`src/rtl/mem_ctrl_pkg.sv`:
```
// Shared types and widths for the byte-serial memory controller.
// Latency: n/a (definitions only).
// Backpressure: n/a.
package mem_ctrl_pkg;

    localparam int InstAddrBus = 32;
    localparam int InstBus     = 32;
    localparam int DataBus     = 32;
    localparam int RamAddrBus  = 17;

    localparam logic [1:0] MemByte = 2'b00;
    localparam logic [1:0] MemHalf = 2'b01;
    localparam logic [1:0] MemWord = 2'b10;

    typedef enum logic [2:0] {
        IDLE,
        IF_RD,
        MEM_RD,
        MEM_WR,
        HOLD
    } state_t;

    // Bytes moved for a MEM transfer; the unused encoding 2'b11 behaves as a word.
    function automatic logic [2:0] xfer_len(input logic [1:0] width);
        case (width)
            MemByte: return 3'd1;
            MemHalf: return 3'd2;
            default: return 3'd4;
        endcase
    endfunction

endpackage

```
`src/rtl/mem_ctrl_if_buf.sv`:
```
// One-entry fetch buffer: remembers {valid, addr, inst} of the last completed fetch.
// Latency: hit/inst are combinational from the stored entry; updates land on the next edge.
// Backpressure: none; clr (store accepted) wins over upd.
// Ports: upd/upd_addr/upd_inst load the entry, clr invalidates it,
//        look_addr is compared against the entry to give hit, inst is the stored word.
module mem_ctrl_if_buf
    import mem_ctrl_pkg::*;
(
    input  logic                   clk,
    input  logic                   rst,
    input  logic                   upd,
    input  logic [InstAddrBus-1:0] upd_addr,
    input  logic [InstBus-1:0]     upd_inst,
    input  logic                   clr,
    input  logic [InstAddrBus-1:0] look_addr,
    output logic                   hit,
    output logic [InstBus-1:0]     inst
);
    logic                   buf_vld;
    logic [InstAddrBus-1:0] buf_addr;
    logic [InstBus-1:0]     buf_dat;

    always_ff @(posedge clk or posedge rst) begin
        if (rst) begin
            buf_vld  <= 1'b0;
            buf_addr <= '0;
            buf_dat  <= '0;
        end else if (clr) begin
            buf_vld <= 1'b0;
        end else if (upd) begin
            buf_vld  <= 1'b1;
            buf_addr <= upd_addr;
            buf_dat  <= upd_inst;
        end
    end

    assign hit  = buf_vld && (buf_addr == look_addr);
    assign inst = buf_dat;

endmodule

```
`src/rtl/mem_ctrl.sv`:
```
// Memory controller: serialises IF fetches and MEM loads/stores onto a byte-wide RAM, MEM first.
// Latency: read of n bytes done after T+n+1, write after T+n (T = accepting edge); buffered fetch hit T+1.
// Backpressure: requesters hold req until their one-cycle done; a missing done is the stall.
// Ports: clk/rst; IF side if_req/if_addr/br -> if_mem_ctrl_done/if_rdata;
//        MEM side mem_req/mem_we/mem_width/mem_addr/mem_wdata -> mem_done/mem_rdata;
//        RAM side ram_a/ram_wr/ram_dout out, ram_din in (one cycle after its address).
// Option: MEM_CTRL_IF_BUF_EN adds a one-entry fetch buffer (mem_ctrl_if_buf).
module mem_ctrl
    import mem_ctrl_pkg::*;
#(
    parameter int ADDR_W = RamAddrBus
) (
    input  logic                   clk,
    input  logic                   rst,
    input  logic                   if_req,
    input  logic [InstAddrBus-1:0] if_addr,
    input  logic                   br,
    output logic                   if_mem_ctrl_done,
    output logic [InstBus-1:0]     if_rdata,
    input  logic                   mem_req,
    input  logic                   mem_we,
    input  logic [1:0]             mem_width,
    input  logic [DataBus-1:0]     mem_addr,
    input  logic [DataBus-1:0]     mem_wdata,
    output logic                   mem_done,
    output logic [DataBus-1:0]     mem_rdata,
    output logic [ADDR_W-1:0]      ram_a,
    output logic                   ram_wr,
    output logic [7:0]             ram_dout,
    input  logic [7:0]             ram_din
);
    state_t              state, state_nxt;
    logic [2:0]          cnt;
    logic [2:0]          len;
    logic [1:0]          rd_sel;
    logic [ADDR_W-1:0]   base;
    logic [ADDR_W-1:0]   addr_nxt;
    logic                is_mem;
    logic                hit_q;
    logic [1:0]          width_r;
    logic [DataBus-1:0]  wdata_r;
    logic [DataBus-1:0]  rbuf;
    logic [DataBus-1:0]  rd_word;
    logic                last_rd;
    logic                last_wr;
    logic                buf_hit;
    logic [InstBus-1:0]  buf_inst;
    logic                unused_addr_hi;

    // Byte addresses wrap silently at 2^ADDR_W, so the upper request bits never matter.
    assign unused_addr_hi = ^{mem_addr[DataBus-1:ADDR_W], if_addr[InstAddrBus-1:ADDR_W]};

    assign len      = is_mem ? xfer_len(width_r) : 3'd4;
    assign addr_nxt = base + ADDR_W'(cnt) + ADDR_W'(1);
    // Reads run one step past the last address because ram_din lags ram_a by a cycle.
    assign last_rd  = (cnt == len);
    assign last_wr  = (cnt == len - 3'd1);
    assign rd_sel   = 2'(cnt - 3'd1);

    // Merge the byte now on ram_din (belonging to address cnt-1) into the partial word.
    always_comb begin
        rd_word = rbuf;
        if (cnt != 3'd0) begin
            rd_word[{rd_sel, 3'b000} +: 8] = ram_din;
        end
    end

    assign ram_wr           = (state == MEM_WR);
    assign ram_dout         = ram_wr ? wdata_r[{cnt[1:0], 3'b000} +: 8] : 8'h00;
    assign if_mem_ctrl_done = (state == HOLD) && !is_mem;
    assign mem_done         = (state == HOLD) && is_mem;

`ifdef MEM_CTRL_IF_BUF_EN
    logic buf_upd;
    logic buf_clr;

    assign buf_upd = (state == IF_RD) && !br && !hit_q && last_rd;
    assign buf_clr = (state == IDLE) && mem_req && mem_we;

    mem_ctrl_if_buf u_if_buf (
        .clk       (clk),
        .rst       (rst),
        .upd       (buf_upd),
        .upd_addr  (if_addr),
        .upd_inst  (rd_word),
        .clr       (buf_clr),
        .look_addr (if_addr),
        .hit       (buf_hit),
        .inst      (buf_inst)
    );
`else
    assign buf_hit  = 1'b0;
    assign buf_inst = '0;
`endif

    always_ff @(posedge clk or posedge rst) begin
        if (rst) begin
            state <= IDLE;
        end else begin
            state <= state_nxt;
        end
    end

    always_comb begin
        state_nxt = state;
        case (state)
            IDLE: begin
                if (mem_req) begin
                    state_nxt = mem_we ? MEM_WR : MEM_RD;
                end else if (if_req && !br) begin
                    state_nxt = IF_RD;
                end
            end
            // A buffered hit spends one IF_RD cycle with no RAM traffic, then completes.
            IF_RD:   if (br) state_nxt = IDLE;
                     else if (hit_q || last_rd) state_nxt = HOLD;
            MEM_RD:  if (last_rd) state_nxt = HOLD;
            MEM_WR:  if (last_wr) state_nxt = HOLD;
            HOLD:    state_nxt = IDLE;
            default: state_nxt = IDLE;
        endcase
    end

    always_ff @(posedge clk or posedge rst) begin
        if (rst) begin
            cnt       <= '0;
            base      <= '0;
            is_mem    <= 1'b0;
            hit_q     <= 1'b0;
            width_r   <= MemByte;
            wdata_r   <= '0;
            rbuf      <= '0;
            ram_a     <= '0;
            if_rdata  <= '0;
            mem_rdata <= '0;
        end else begin
            case (state)
                IDLE: begin
                    cnt  <= '0;
                    rbuf <= '0;
                    if (mem_req) begin
                        base    <= mem_addr[ADDR_W-1:0];
                        ram_a   <= mem_addr[ADDR_W-1:0];
                        is_mem  <= 1'b1;
                        hit_q   <= 1'b0;
                        width_r <= mem_width;
                        wdata_r <= mem_wdata;
                    end else if (if_req && !br) begin
                        is_mem <= 1'b0;
                        hit_q  <= buf_hit;
                        // A hit leaves ram_a untouched: no RAM access is made.
                        if (!buf_hit) begin
                            base  <= if_addr[ADDR_W-1:0];
                            ram_a <= if_addr[ADDR_W-1:0];
                        end
                    end
                end
                IF_RD: begin
                    if (!br) begin
                        if (hit_q) begin
                            if_rdata <= buf_inst;
                        end else begin
                            rbuf <= rd_word;
                            cnt  <= cnt + 3'd1;
                            if (last_rd) if_rdata <= rd_word;
                            else         ram_a    <= addr_nxt;
                        end
                    end
                end
                MEM_RD: begin
                    rbuf <= rd_word;
                    cnt  <= cnt + 3'd1;
                    if (last_rd) mem_rdata <= rd_word;
                    else         ram_a     <= addr_nxt;
                end
                MEM_WR: begin
                    cnt <= cnt + 3'd1;
                    if (!last_wr) ram_a <= addr_nxt;
                end
                default: cnt <= '0;
            endcase
        end
    end

endmodule

```
`config.mk`:
```
export PLATFORM = sky130hd
export DESIGN_NAME = mem_ctrl
export DESIGN_NICKNAME = d
export VERILOG_FILES = /design/src/rtl/mem_ctrl_pkg.sv /design/src/rtl/mem_ctrl_if_buf.sv /design/src/rtl/mem_ctrl.sv
export SDC_FILE = /design/constraint.sdc
export NUM_CORES = 1
export LEC_CHECK = 0
export ABC_AREA = 1
export CAP_MARGIN = 0
export CORE_UTILIZATION = 54
export DETAILED_ROUTE_END_ITERATION = 12
export MAX_ROUTING_LAYER = met4
export PLACE_DENSITY = 0.88
export SETUP_SLACK_MARGIN = 0.1
export SLEW_MARGIN = 20
export SYNTH_ARGS = -nofsm -noshare
export SYNTH_HDL_FRONTEND = slang
export SYNTH_SLANG_ARGS = --single-unit
```
`constraint.sdc`:
```
create_clock -name clk -period 12.23 [get_ports clk]
set_clock_uncertainty 0.15 [all_clocks]
set_input_delay 3.0575 -clock clk [delete_from_list [all_inputs] [get_ports clk]]
set_output_delay 3.0575 -clock clk [all_outputs]
set_load 0.03 [all_outputs]
```
==> results of run 1 <==
worst max path at each step:
stage,to,cells past startpoint,start
3_3_place_gp,wdata_r[0]$_DFFE_PP0P_,5,mem_req
3_5_place_dp,wdata_r[1]$_DFFE_PP0P_,5,mem_req
5_1_grt,wdata_r[0]$_DFFE_PP0P_,5,mem_req
2_1_floorplan,base[0]$_DFFE_PP0P_,1,rst
4_1_cts,wdata_r[1]$_DFFE_PP0P_,5,mem_req
6_report,wdata_r[1]$_DFFE_PP0P_,5,mem_req
cells by family (layout without fill, tap and decap cells):
family	after synthesis	count (layout)
compound gates	212	212
flops	171	171
xor+xnor	1	1
simple gates	451	451
mux	24	24
fa+ha+maj	11	11
buf+inv	204	367
metal layers:
metal,GRT usage [%],vias up
met5,-,-
met3,5.32,25
met2,44.5,251
li1,-,3697
met1,36.3,3534
met4,8.54,0
area by class of cell:
type                       instances  area share [%]
clock inverter                     6            1.44
clock buffer                      26            4.47
sequential                       171            39.1
inverter                         155            5.36
multi-input combinational        699            30.9
timing repair buffer             180            16.3
tap                              211            2.41
power by group through the flow:
stage          clock [mW]  combinational (mW)  sequential [mW]
3_5_place_dp            0                1.24            0.926
5_1_grt             0.627                1.36            0.945
3_3_place_gp            0                1.21            0.918
4_1_cts             0.597                1.25            0.919
2_1_floorplan           0               0.581             1.13
6_report            0.594                1.25            0.919
stage by stage:
step	worst slack, ps	std cells	cell area, sq um
after floorplan	4390	1074	8480
after global placement	5630	1416	10300
after detailed placement	5510	1416	10300
after CTS	5990	1448	10900
after global routing	5700	1448	10900
final	6050	1448	10900
synth_stat cells, types with 2 or more instances:
library cell / instances / area (sq um)
sky130_fd_sc_hd__nand4_1: 5 / 31.3
sky130_fd_sc_hd__o21ai_1: 4 / 20.0
sky130_fd_sc_hd__nor2_2: 2 / 12.5
sky130_fd_sc_hd__mux2_1: 4 / 45.0
sky130_fd_sc_hd__o21ai_0: 102 / 510
sky130_fd_sc_hd__dfrtp_1: 171 / 4280
sky130_fd_sc_hd__buf_2: 10 / 50.1
sky130_fd_sc_hd__buf_4: 7 / 52.6
sky130_fd_sc_hd__nand2_1: 282 / 1060
sky130_fd_sc_hd__mux2_2: 20 / 225
sky130_fd_sc_hd__buf_1: 2 / 7.51
sky130_fd_sc_hd__o22ai_1: 31 / 194
sky130_fd_sc_hd__or2_2: 2 / 12.5
sky130_fd_sc_hd__nand3_1: 32 / 160
sky130_fd_sc_hd__a31oi_1: 4 / 25.0
sky130_fd_sc_hd__a21oi_1: 62 / 310
sky130_fd_sc_hd__ha_1: 10 / 125
sky130_fd_sc_hd__inv_1: 153 / 574
sky130_fd_sc_hd__clkbuf_2: 3 / 15.0
sky130_fd_sc_hd__o21a_1: 8 / 60.1
sky130_fd_sc_hd__clkbuf_1: 24 / 90.1
sky130_fd_sc_hd__nor3_1: 18 / 90.1
sky130_fd_sc_hd__nor2_1: 105 / 394
sky130_fd_sc_hd__buf_6: 3 / 33.8
registers in the layout, indices dropped and copies added, names as in the netlist:
signal	flops
cnt	3
mem_rdata	32
is_mem	1
width_r	2
ram_a	17
rbuf	32
if_rdata	32
base	17
state	3
wdata_r	32
==> results.txt, run 1 <==
The total overflow reported by the global router came out at 0. The relative max-transition margin came out at a little under two fifths. The number of buffers and inverters on the critical path is 2.

The area share of and/or/nand/nor cells after synthesis is 21.3%. The synthesis-to-finish area growth came out at 29.0%. Routed signal wires occupy layers up through met4. Yosys printed 0 warnings. The number of core rows is 45. In this run the vertical extent of the chip is around 130 um. Sequential elements use roughly 50% of the synthesized area. Among cell families on the critical path, the largest total delay comes from buffers and inverters. The setup TNS after final layout is 0 ps.

The via count of the first global-routing pass is around 7100. The gate count of the mapped netlist came out at approximately 1100. Entering global routing, the biggest net connects 99 pins. The worst register-to-register path has a setup slack of between 9000 and 10000 ps. The biggest cell delay along the critical path is a little over 900 ps. The run finished with clean final reports. The most used flip-flop cell after synthesis is sky130_fd_sc_hd__dfrtp_1. The net switching share of the total power came out at between 40% and 50%.

The total of endpoints with negative setup slack in the final report is 0. TritonCTS built the clock tree. The die footprint came out at ~16000 sq um. The internal power consumption came out at between 1.5 and 2 mW. The fraction of synthesized area in multiplexers is ~3.2%.

The power share of the sequential group came out at between 30 and 40%. The layout filler cell count is about 1200. The leading cell type in the layout, fill and taps excluded is sky130_fd_sc_hd__nand2_1.

The measured slew at the worst slew-check pin came out at 941 ps. The post-synthesis instance area came out at between 8000 and 9000 sq um. The worst hold margin is between 300 and 400 ps. The final period utilization came out at 50.5%.

The number of DRC markers in iteration 0 came out at 675. The final layout contains 1347 nets. The total power consumption of the routed design is ~2.8 mW.

In this run the count of I/O pins placed on the die edge is just over 200. The kind of end point of the critical path is a register. The post-cts repair resize count came out at 0. The initial antenna violation count is 0. The area fraction in compound gates after synthesis is 13.4%.

The average detailed-routed wire length per instance came out at between 10 and 15 um. The count of antenna diodes in the layout is 0. Setup repair after global routing left no endpoint under its margin. The category of the most critical setup path is in -> reg. The overall track demand over capacity in global routing came out at between 20 and 30%. The synthesized area per cell is a little under 8 sq um. The fmax is between 0.15 and 0.2 GHz. The length of routed met2 wiring came out at slightly above 10 mm. The reported net switching power came out at around 1.1 mW.

The distinct cell type count after synthesis is 34. The clock insertion delay at the later pin of the skew report is around 430 ps. The sort of element at the start of the critical path is an input port. Post-CTS timing repair inserted 0 buffers for setup. The proportion of power drawn by the clock network is between 20% and 30%. The final hold violation count came out at 0. The number of enable-type register cells in the synthesized netlist is 0. The final HPWL from detailed placement is ~14 mm.

The number of cells traversed by the worst register-to-register path came out at 8. The pre-antenna-repair detailed-routing pass consisted of 5 iterations. The routability-driven placement congestion ratio is between 0.9 and 1. The area share of xor/xnor cells in the synthesized design came out at less than 1%. Along the worst path, the maximum fanout reaches 46. The root buffer cell is sky130_fd_sc_hd__clkbuf_16.

For the worst setup path, the data arrival time is roughly 6300 ps. The number of buffers on the longest clock path is 2. The post-detailed-route DRC marker count is 0. The count of maximum capacitance violations came out at 0. The proportion of register bits with asynchronous set or reset after synthesis is 100%.

The width of the die is 127 um. Counting flops and latches in the post-synthesis netlist gives around 170. The count of nets left with antenna violations once routing finished came out at 0. The analysis attributes to cell leakage a power of between 5 and 6 nW.

In the final layout, the multi-input gates occupy approximately 3400 sq um. The sequential cells in the finished layout cover a total of 4280 sq um. Walking the worst path, the cells encountered are clkdlybuf4s50_1, inv_1, a21oi_4, nand2_4, mux2_1.

The startpoint of the worst-slack reg-to-reg timing path is cnt[1]$_DFFE_PP0P_. The core outline area is around 15000 sq um. The first-pass GRT wire length is roughly 34 mm.

The top cell types in the final layout, fill and taps aside, are sky130_fd_sc_hd__nand2_1, sky130_fd_sc_hd__clkdlybuf4s50_1, sky130_fd_sc_hd__dfrtp_1. The total routed wirelength came out at a little over 20 mm. The post-route minimum period is 6180 ps. The worst IR drop on VDD is ~0.13 mV. The largest family of logic cells by synthesized area is simple AND/OR/NAND/NOR gates. In this run the most critical hold path is launched from wdata_r[4]$_DFFE_PP0P_. The clock net in this run drives a total of between 150 and 200 sinks.

After clock tree synthesis, the clock-pin slew on the worst setup and hold paths is about 60 ps. The final design utilization is 71.7%. The power density over cell area is between 200 and 300 nW/um^2. Data on the critical path is required at its endpoint by between 10000 and 15000 ps.

After Yosys synthesis, full adders, half adders and majority gates account for approximately 1.7% of the synthesized area. The CTS buffer count came out at 17. The H-tree level count came out at 4. The class of the tightest hold or removal check is reg -> reg. Port buffering added roughly 170 buffers. Along the worst hold path, the cell count comes to 1. The detailed router put a total of 9.16 mm of wire on met1.

The final route contains around 7500 vias. Buffers inserted to repair hold after CTS numbered 0. The cell with the biggest individual delay on the critical path is sky130_fd_sc_hd__clkdlybuf4s50_1. The routed design uses ~1.1 mm of met3 wire. The capture point of the worst reg-to-reg path is mem_rdata[22]$_DFFE_PP0P_. The power share of the combinational group came out at between 40 and 50%. The number of nets handed over by synthesis was 1197. The share of layout cells above drive strength 1 came out at 5.25%. The initial utilization of the core area, before any placement, comes to 55.6%.

The worst hold path terminates at wdata_r[4]$_DFFE_PP0P_. The total count of max-transition violations in the final report came out at 0. The average via count per standard cell is 5.18.
Note: power is estimated with default switching activity, not from simulation.
==> run 2, diff against run 1 <==
CORE_UTILIZATION = 45   (was 54)
PLACE_DENSITY = 0.78   (was 0.88)
clock period = 5.1 ns   (was 12.23 ns; I/O delays follow)
==> run 2 against run 1 <==
- non-clock buffer count up 1
- critical path depth down 1
- register-to-register slack worse by 7700 ps
- worst hold slack better by 1.1 ps
- routed wire length up 0.67%
- via count down 1.7%
- count of clock-buffer cells in the layout down 2
- die area up 20%
- power up 130%
- critical path type is now reg -> out
- global-route usage down 5.0 points
- final area down 0.54%
- largest cell class unchanged
- utilization down 12 points
==> results.txt, run 2 (synthesis results as in run 1) <==
The final design area excluding fillers came out at 10900 sq um (-0.54%). The layout filler cell count is 1659 (+39%). The total routed wirelength came out at 20.7 mm (+0.67%). The core outline area is 18200 sq um (+19%). The maximum fanout count along the critical path is 30 (-35%). The first-pass GRT wire length came out at 34.2 mm (-0.44%). The buffering stage count on the worst path with inverters included is 2 (unchanged).

The CTS buffer count came out at 17 (unchanged). The number of DRC markers in iteration 0 came out at 573 (-15%). The number of core rows came out at 49 (+8.9%). The biggest cell delay along the critical path is 980 ps (+50 ps). The average detailed-routed wire length per instance came to 14.2 um (-0.49%). The total clock sinks came to 171 (unchanged). The remaining antenna violation count came to 0 (unchanged). The number of top-level pins is 204 (unchanged). The number of buffers on the longest clock path is 2 (unchanged). The total via count after detailed routing is 7381 (-1.7%). The post-cts repair resize count was 0 (unchanged).

The flow ran to the end, and the final reports show no timing, DRC or antenna violations. Walking the worst path, the cells encountered are clkinv_1, o21ai_0, a21oi_1, clkdlybuf4s50_1. The power density over cell area came out at 588 nW/um^2 (+130%). The leakage power figure is 5.16 nW (-0.95%).

The measured slew at the worst slew-check pin came out at 971 ps (+30.7 ps). The H-tree level count is 4 (unchanged). The cts-stage hold buffer count is 0 (unchanged).

The starting density of the core was 46.6% (-9.0 points). The net count of the finished layout was 1348 (+0.074%). The relative max-transition margin is 35.0% (-2.3 points). For this design, the slowest cell found on the critical path is sky130_fd_sc_hd__dfrtp_1.

The worst IR drop on VDD came out at 0.403 mV (+220%). The number of port buffers is 173 (unchanged). Setup repair after global routing left no endpoint under its margin. The reported net switching power is 2.71 mW (+140%). The setup TNS after final layout is 0 ps (unchanged). The internal power consumption is 3.69 mW (+130%). The final HPWL from detailed placement is 14.2 mm (+0.61%). The clock insertion delay at the later pin of the skew report was 430 ps (about the same). The total cell area at the placement stage came out at 10300 sq um (+0.40%).

The total of endpoints with negative setup slack in the final report was 0 (unchanged). The smallest clock period supported by the final layout is computed as 4340 ps. The fmax came out at around 0.23 GHz.

The initial antenna violation count came out at 0 (unchanged). STA classifies the critical path startpoint as a register. The synthesis-to-finish area growth is 28.3%.

The power share of the combinational group was 46.1% (+0.9 points). The total count of max-transition violations in the final report came out at 0 (unchanged). The proportion of power drawn by the clock network came out at 19.1% (-2.4 points). TritonCTS built the clock tree. The class of the tightest hold or removal check is reg -> reg. The final period utilization came out at 85.2%. The worst hold margin is 335 ps (+1.10 ps). The die footprint came out at 19400 sq um (+20%). The count of antenna diodes in the layout is 0 (unchanged).

Grouping stages by cell kind, the critical path spends the most delay in buffers and inverters. The share of layout cells above drive strength 1 is 5.34% (+0.085 points). The clock-pin slew of the registers on the worst-case setup and hold paths was 60 ps (about the same).

Clock tree synthesis selected as its root buffer the cell sky130_fd_sc_hd__clkbuf_16. The data required time of the worst path is 3670 ps (-8720 ps). The net switching share of the total power came out at 42.4% (+1.2 points). The chip height is 139 um (+9.4%). The average via count per standard cell is 5.04 (-2.8%). The total overflow reported by the global router came out at 0 (unchanged).

The final design utilization came out at 59.8% (-12 points). The power share of the sequential group is 34.8% (+1.5 points). Leaving out fill and tap cells, the most frequent cell in the layout is sky130_fd_sc_hd__nand2_1. The largest net degree at the start of global routing is 172 (+74%). The post-detailed-route DRC marker count is 0 (unchanged). The width of the die was 139 um (+9.4%). The buffer count from post-CTS setup fixing is 0 (unchanged). The count of maximum capacitance violations was 0 (unchanged). The routability-driven placement congestion ratio is 0.899 (-4.6%). The data arrival at the endpoint of the critical path is 2920 ps (-3420 ps). Leaving out fill and tap cells, the most frequent cells in the layout are sky130_fd_sc_hd__nand2_1, sky130_fd_sc_hd__clkdlybuf4s50_1, sky130_fd_sc_hd__dfrtp_1.

The critical path is of the reg -> out type. The minimum setup slack among reg-to-reg paths was 1520 ps (-7670 ps). The via count of the first global-routing pass came out at 6845 (-3.7%).

The iteration count of the initial detailed-routing pass was 6 (+1). The overall track demand over capacity in global routing came out at 22.9% (-5.0 points). The final hold violation count came to 0 (unchanged). The total power consumption of the routed design is 6.40 mW (+130%). The kind of end point of the critical path is an output pin.
run 2: cell count changes in the layout (fill, tap and decap cells not counted), sizes merged:
cell      before  now
buf            7    8
inv          154  153
bufinv         5    1
clkinvlp       1    5
clkinv         1    2
clkbuf        26   24
run 2: layout make-up:
| type | instances | area, sq um | area share (%) |
|---|---|---|---|
| multi-input cells | 699 | 3380 | 31.0 |
| well taps | 229 | 287 | 2.63 |
| inverters | 155 | 586 | 5.38 |
| repair buffers | 181 | 1800 | 16.6 |
| flip-flops and latches | 171 | 4280 | 39.3 |
| clock buffers | 24 | 482 | 4.43 |
| clock inverters | 6 | 65.1 | 0.598 |
run 2: power groups by stage:
stage	Clock [mW]	Combinational, mW	Sequential (mW)
2_1_floorplan	0	1.39	2.72
3_3_place_gp	0	2.90	2.23
3_5_place_dp	0	2.96	2.25
4_1_cts	1.25	2.97	2.23
5_1_grt	1.30	3.23	2.29
6_report	1.22	2.95	2.23
run 2: path summary, 6_finish.rpt:
kind                            cells after the start                  start                        end
worst min register to register                      2  ram_a[15]$_DFFE_PP0P_      ram_a[15]$_DFFE_PP0P_
max in group asynchronous                           3                    rst  mem_rdata[22]$_DFFE_PP0P_
worst min-delay path                                2  ram_a[15]$_DFFE_PP0P_      ram_a[15]$_DFFE_PP0P_
worst max-delay path                                4     cnt[0]$_DFFE_PP0P_                ram_dout[2]
worst max register to register                     13     cnt[0]$_DFFE_PP0P_      ram_a[10]$_DFFE_PP0P_
min in group asynchronous                           3                    rst  mem_rdata[27]$_DFFE_PP0P_
run 2: worst reg2reg max path, stage by stage (launching register included):
cell and delay, ps:
sky130_fd_sc_hd__dfrtp_1 980, sky130_fd_sc_hd__clkinv_1 500, sky130_fd_sc_hd__buf_4 360, sky130_fd_sc_hd__ha_1 260
sky130_fd_sc_hd__inv_1 70, sky130_fd_sc_hd__fa_1 190, sky130_fd_sc_hd__nand2_1 100, sky130_fd_sc_hd__a21oi_1 330
sky130_fd_sc_hd__nand2_1 120, sky130_fd_sc_hd__o21ai_0 160, sky130_fd_sc_hd__nand3_1 90, sky130_fd_sc_hd__nand2_1 90
sky130_fd_sc_hd__nand2_1 50, sky130_fd_sc_hd__nand2_1 90
run 2: metrics by stage:
| stage | cells | setup slack (ps) |
|---|---|---|
| after global placement | 1435 | 1200 |
| after CTS | 1465 | 699 |
| after floorplan | 1074 | 1490 |
| after detailed placement | 1435 | 1190 |
| after global routing | 1465 | 493 |
| final | 1465 | 757 |
run 2: routing by layer:
metal	track usage [%]	share of wire (%)	vias up
met3	5.16	6.4	20
li1	-	-	3698
met5	-	0	-
met1	30.4	45	3419
met2	35.7	47	244
met4	5.15	0.92	0
==> run 3, diff against run 2 <==
CORE_UTILIZATION = 30   (was 45)
PLACE_DENSITY = 0.57   (was 0.78)
==> run 3 against run 2 <==
- die area up 49%
- first-iteration DRC count decreased by 15%
- final area rose by 2.9%
- sequential power hardly changed
- critical endpoint is now ram_dout[6]
==> results.txt, run 3 (synthesis results as in run 1) <==
The flow ran to the end, and the final reports show no timing, DRC or antenna violations. The net count of the finished layout is 1352 (+0.30%). The top cell types in the final layout, fill and taps aside, are sky130_fd_sc_hd__nand2_1, sky130_fd_sc_hd__clkdlybuf4s50_1, sky130_fd_sc_hd__dfrtp_1. The number of port buffers came out at 173 (unchanged). The minimum setup slack among reg-to-reg paths is 1640 ps (+120 ps). The reported net switching power came to 2.78 mW (+2.6%). The count of antenna diodes in the layout is 0 (unchanged). The proportion of power drawn by the clock network came to 21.7% (+2.6 points). The layout filler cell count is 2894 (+74%). The final hold violation count came out at 0 (unchanged). The worst setup path is captured at an output pin. The power share of the sequential group came out at 33.5% (-1.3 points). The worst hold margin is 334 ps (-0.981 ps). The area taken by flip-flops and latches is 4280 sq um (unchanged). The total power consumption of the routed design is 6.61 mW (+3.4%). The total routed wirelength came to 22.6 mm (+8.8%). The initial antenna violation count came to 0 (unchanged). The data required time of the worst path came out at 3670 ps (about the same). The via count of the first global-routing pass came out at 6958 (+1.7%). The starting density of the core is 30.5% (-16 points). The setup TNS after final layout came out at 0 ps (unchanged). The total via count after detailed routing came out at 7329 (-0.70%).

The chip height is 170 um (+22%). The number of core rows came out at 61 (+24%). The buffer count from post-CTS setup fixing was 0 (unchanged).

The power share of the combinational group is 44.8% (-1.3 points). The iteration count of the initial detailed-routing pass was 6 (unchanged). The sink of the worst hold path is ram_a[8]$_DFFE_PP0P_.

The worst register-to-register path ends at if_rdata[18]$_DFFE_PP0P_. In this run the critical register-to-register path is launched from cnt[0]$_DFFE_PP0P_. The worst setup path is of the reg -> out kind.

The overall track demand over capacity in global routing came out at 16.6% (-6.3 points). The total clock sinks came out at 171 (unchanged). The clock insertion delay at the later pin of the skew report was 430 ps (about the same). The number of buffers on the longest clock path came to 2 (unchanged). The library cell used most frequently in the layout, excluding fill and tap cells, is sky130_fd_sc_hd__nand2_1. The startpoint identified for the worst hold timing path is ram_a[8]$_DFFE_PP0P_. The H-tree level count is 4 (unchanged). The sort of element at the start of the critical path is a register. The met1 usage in global routing is 22.1% (-8.3 points). The final HPWL from detailed placement came out at 16.0 mm (+12%). The leakage power figure is 5.23 nW (+1.4%). The net switching share of the total power came to 42.1% (-0.32 points). The class of the tightest hold or removal check is reg -> reg. The hold path depth is 2 (unchanged). The count of maximum capacitance violations was 0 (unchanged). The core outline area is 27800 sq um (+53%). The fmax came out at 0.231 GHz (+0.34%).

The post-detailed-route DRC marker count came out at 0 (unchanged). The data arrival at the endpoint of the critical path is 2900 ps (-20 ps). The routability-driven placement congestion ratio is 0.839 (-6.7%). The number of cells traversed by the worst register-to-register path is 9 (-4). The post-cts repair resize count came out at 0 (unchanged). The worst IR drop on VDD came out at 0.205 mV (-49%). The total overflow reported by the global router is 0 (unchanged). The multi-input logic area came to 3380 sq um (unchanged).

The CTS buffer count is 17 (unchanged). The die footprint is 28900 sq um (+49%). The final period utilization is 84.9% (-0.29 points). The internal power consumption came to 3.83 mW (+3.9%). The met3 usage was 3.35% (-1.8 points). The power density over cell area was 591 nW/um^2 (+0.47%).

The number of DRC markers in iteration 0 came out at 488 (-15%). The total count of max-transition violations in the final report is 0 (unchanged). Tracing the worst setup path back leads to its startpoint at cnt[1]$_DFFE_PP0P_. The clock-pin slew of the registers on the worst-case setup and hold paths was 70 ps (about the same).

The met2 track utilization from global routing is 25.9% (-9.8 points). The remaining antenna violation count was 0 (unchanged). Clock tree synthesis selected as its root buffer the cell sky130_fd_sc_hd__clkbuf_16.

The cts-stage hold buffer count is 0 (unchanged). Compared with the post-synthesis result, the final layout area differs by 32.0%. Setup repair after global routing left no endpoint under its margin. The maximum fanout count along the critical path is 16 (-47%).

The average detailed-routed wire length per instance came out at 13.9 um (-1.6%). The post-route minimum period is 4330 ps (-14.6 ps). The width of the die is 170 um (+22%). The measured slew at the worst slew-check pin is 1040 ps (+70.2 ps). The number of top-level pins came out at 204 (unchanged).

The total of endpoints with negative setup slack in the final report came out at 0 (unchanged). The final design utilization came out at 40.3% (-19 points). TritonCTS built the clock tree. The share of layout cells above drive strength 1 is 6.12% (+0.78 points). The largest net degree at the start of global routing was 70 (-59%). The average via count per standard cell was 4.52 (-10%). The relative max-transition margin is 30.4% (-4.6 points).

In this run the most used layer during global routing was met2. The first-pass GRT wire length came out at 36.6 mm (+6.9%).
## run 3: cell types whose count changed in the layout (fill, tap and decap cells not counted), sizes merged
cell / previous run / this run
inv: 153 / 159
clkbuf: 24 / 18
buf: 8 / 12
clkinvlp: 5 / 4
bufinv: 1 / 4
## run 3: how the worst max path moves through the flow
stage                            to  slack [ps]  cells past startpoint
2_1_floorplan   base[0]$_DFFE_PP0P_        1490                      1
3_3_place_gp   ram_a[0]$_DFFE_PP0P_        1060                      8
3_5_place_dp   ram_a[0]$_DFFE_PP0P_        1020                      8
4_1_cts                 ram_dout[1]         710                      5
5_1_grt                 ram_dout[6]         580                      4
6_report                ram_dout[6]         770                      5
## run 3: routing by layer
layer  up-vias  share of wire, %
met2       174                46
met3        12               5.3
met5         -                 0
li1       3722                 -
met4         0              0.68
met1      3421                48
## run 3: critical path, cell delays in order (launching register included)
cell and delay, ps:
sky130_fd_sc_hd__dfrtp_1 790, sky130_fd_sc_hd__inv_1 440, sky130_fd_sc_hd__nor2_1 170, sky130_fd_sc_hd__o21ai_0 130, sky130_fd_sc_hd__a21oi_1 240, sky130_fd_sc_hd__clkdlybuf4s50_1 710
## run 3: power by group through the flow
| stage | logic, mW | registers [mW] | clock network [mW] |
|---|---|---|---|
| 2_1_floorplan | 1.39 | 2.72 | 0 |
| 3_3_place_gp | 2.95 | 2.24 | 0 |
| 3_5_place_dp | 3.00 | 2.25 | 0 |
| 4_1_cts | 3.01 | 2.22 | 1.47 |
| 5_1_grt | 3.27 | 2.29 | 1.53 |
| 6_report | 2.96 | 2.21 | 1.44 |
## run 3: through the flow
step / instances / worst slack [ps] / area (sq um)
finish: 1620 / 772 / 11200
global route: 1620 / 576 / 11200
CTS: 1620 / 706 / 11200
floorplan: 1074 / 1490 / 8480
global placement: 1588 / 1060 / 10600
detailed placement: 1588 / 1020 / 10600
## run 3: final cells by class
cell class / count / share of cell area [%]
clock buffers: 18 / 3.92
clock inverters: 14 / 1.83
inverters: 155 / 5.23
multi-input cells: 699 / 30.2
flip-flops and latches: 171 / 38.2
well taps: 378 / 4.22
repair buffers: 185 / 16.4
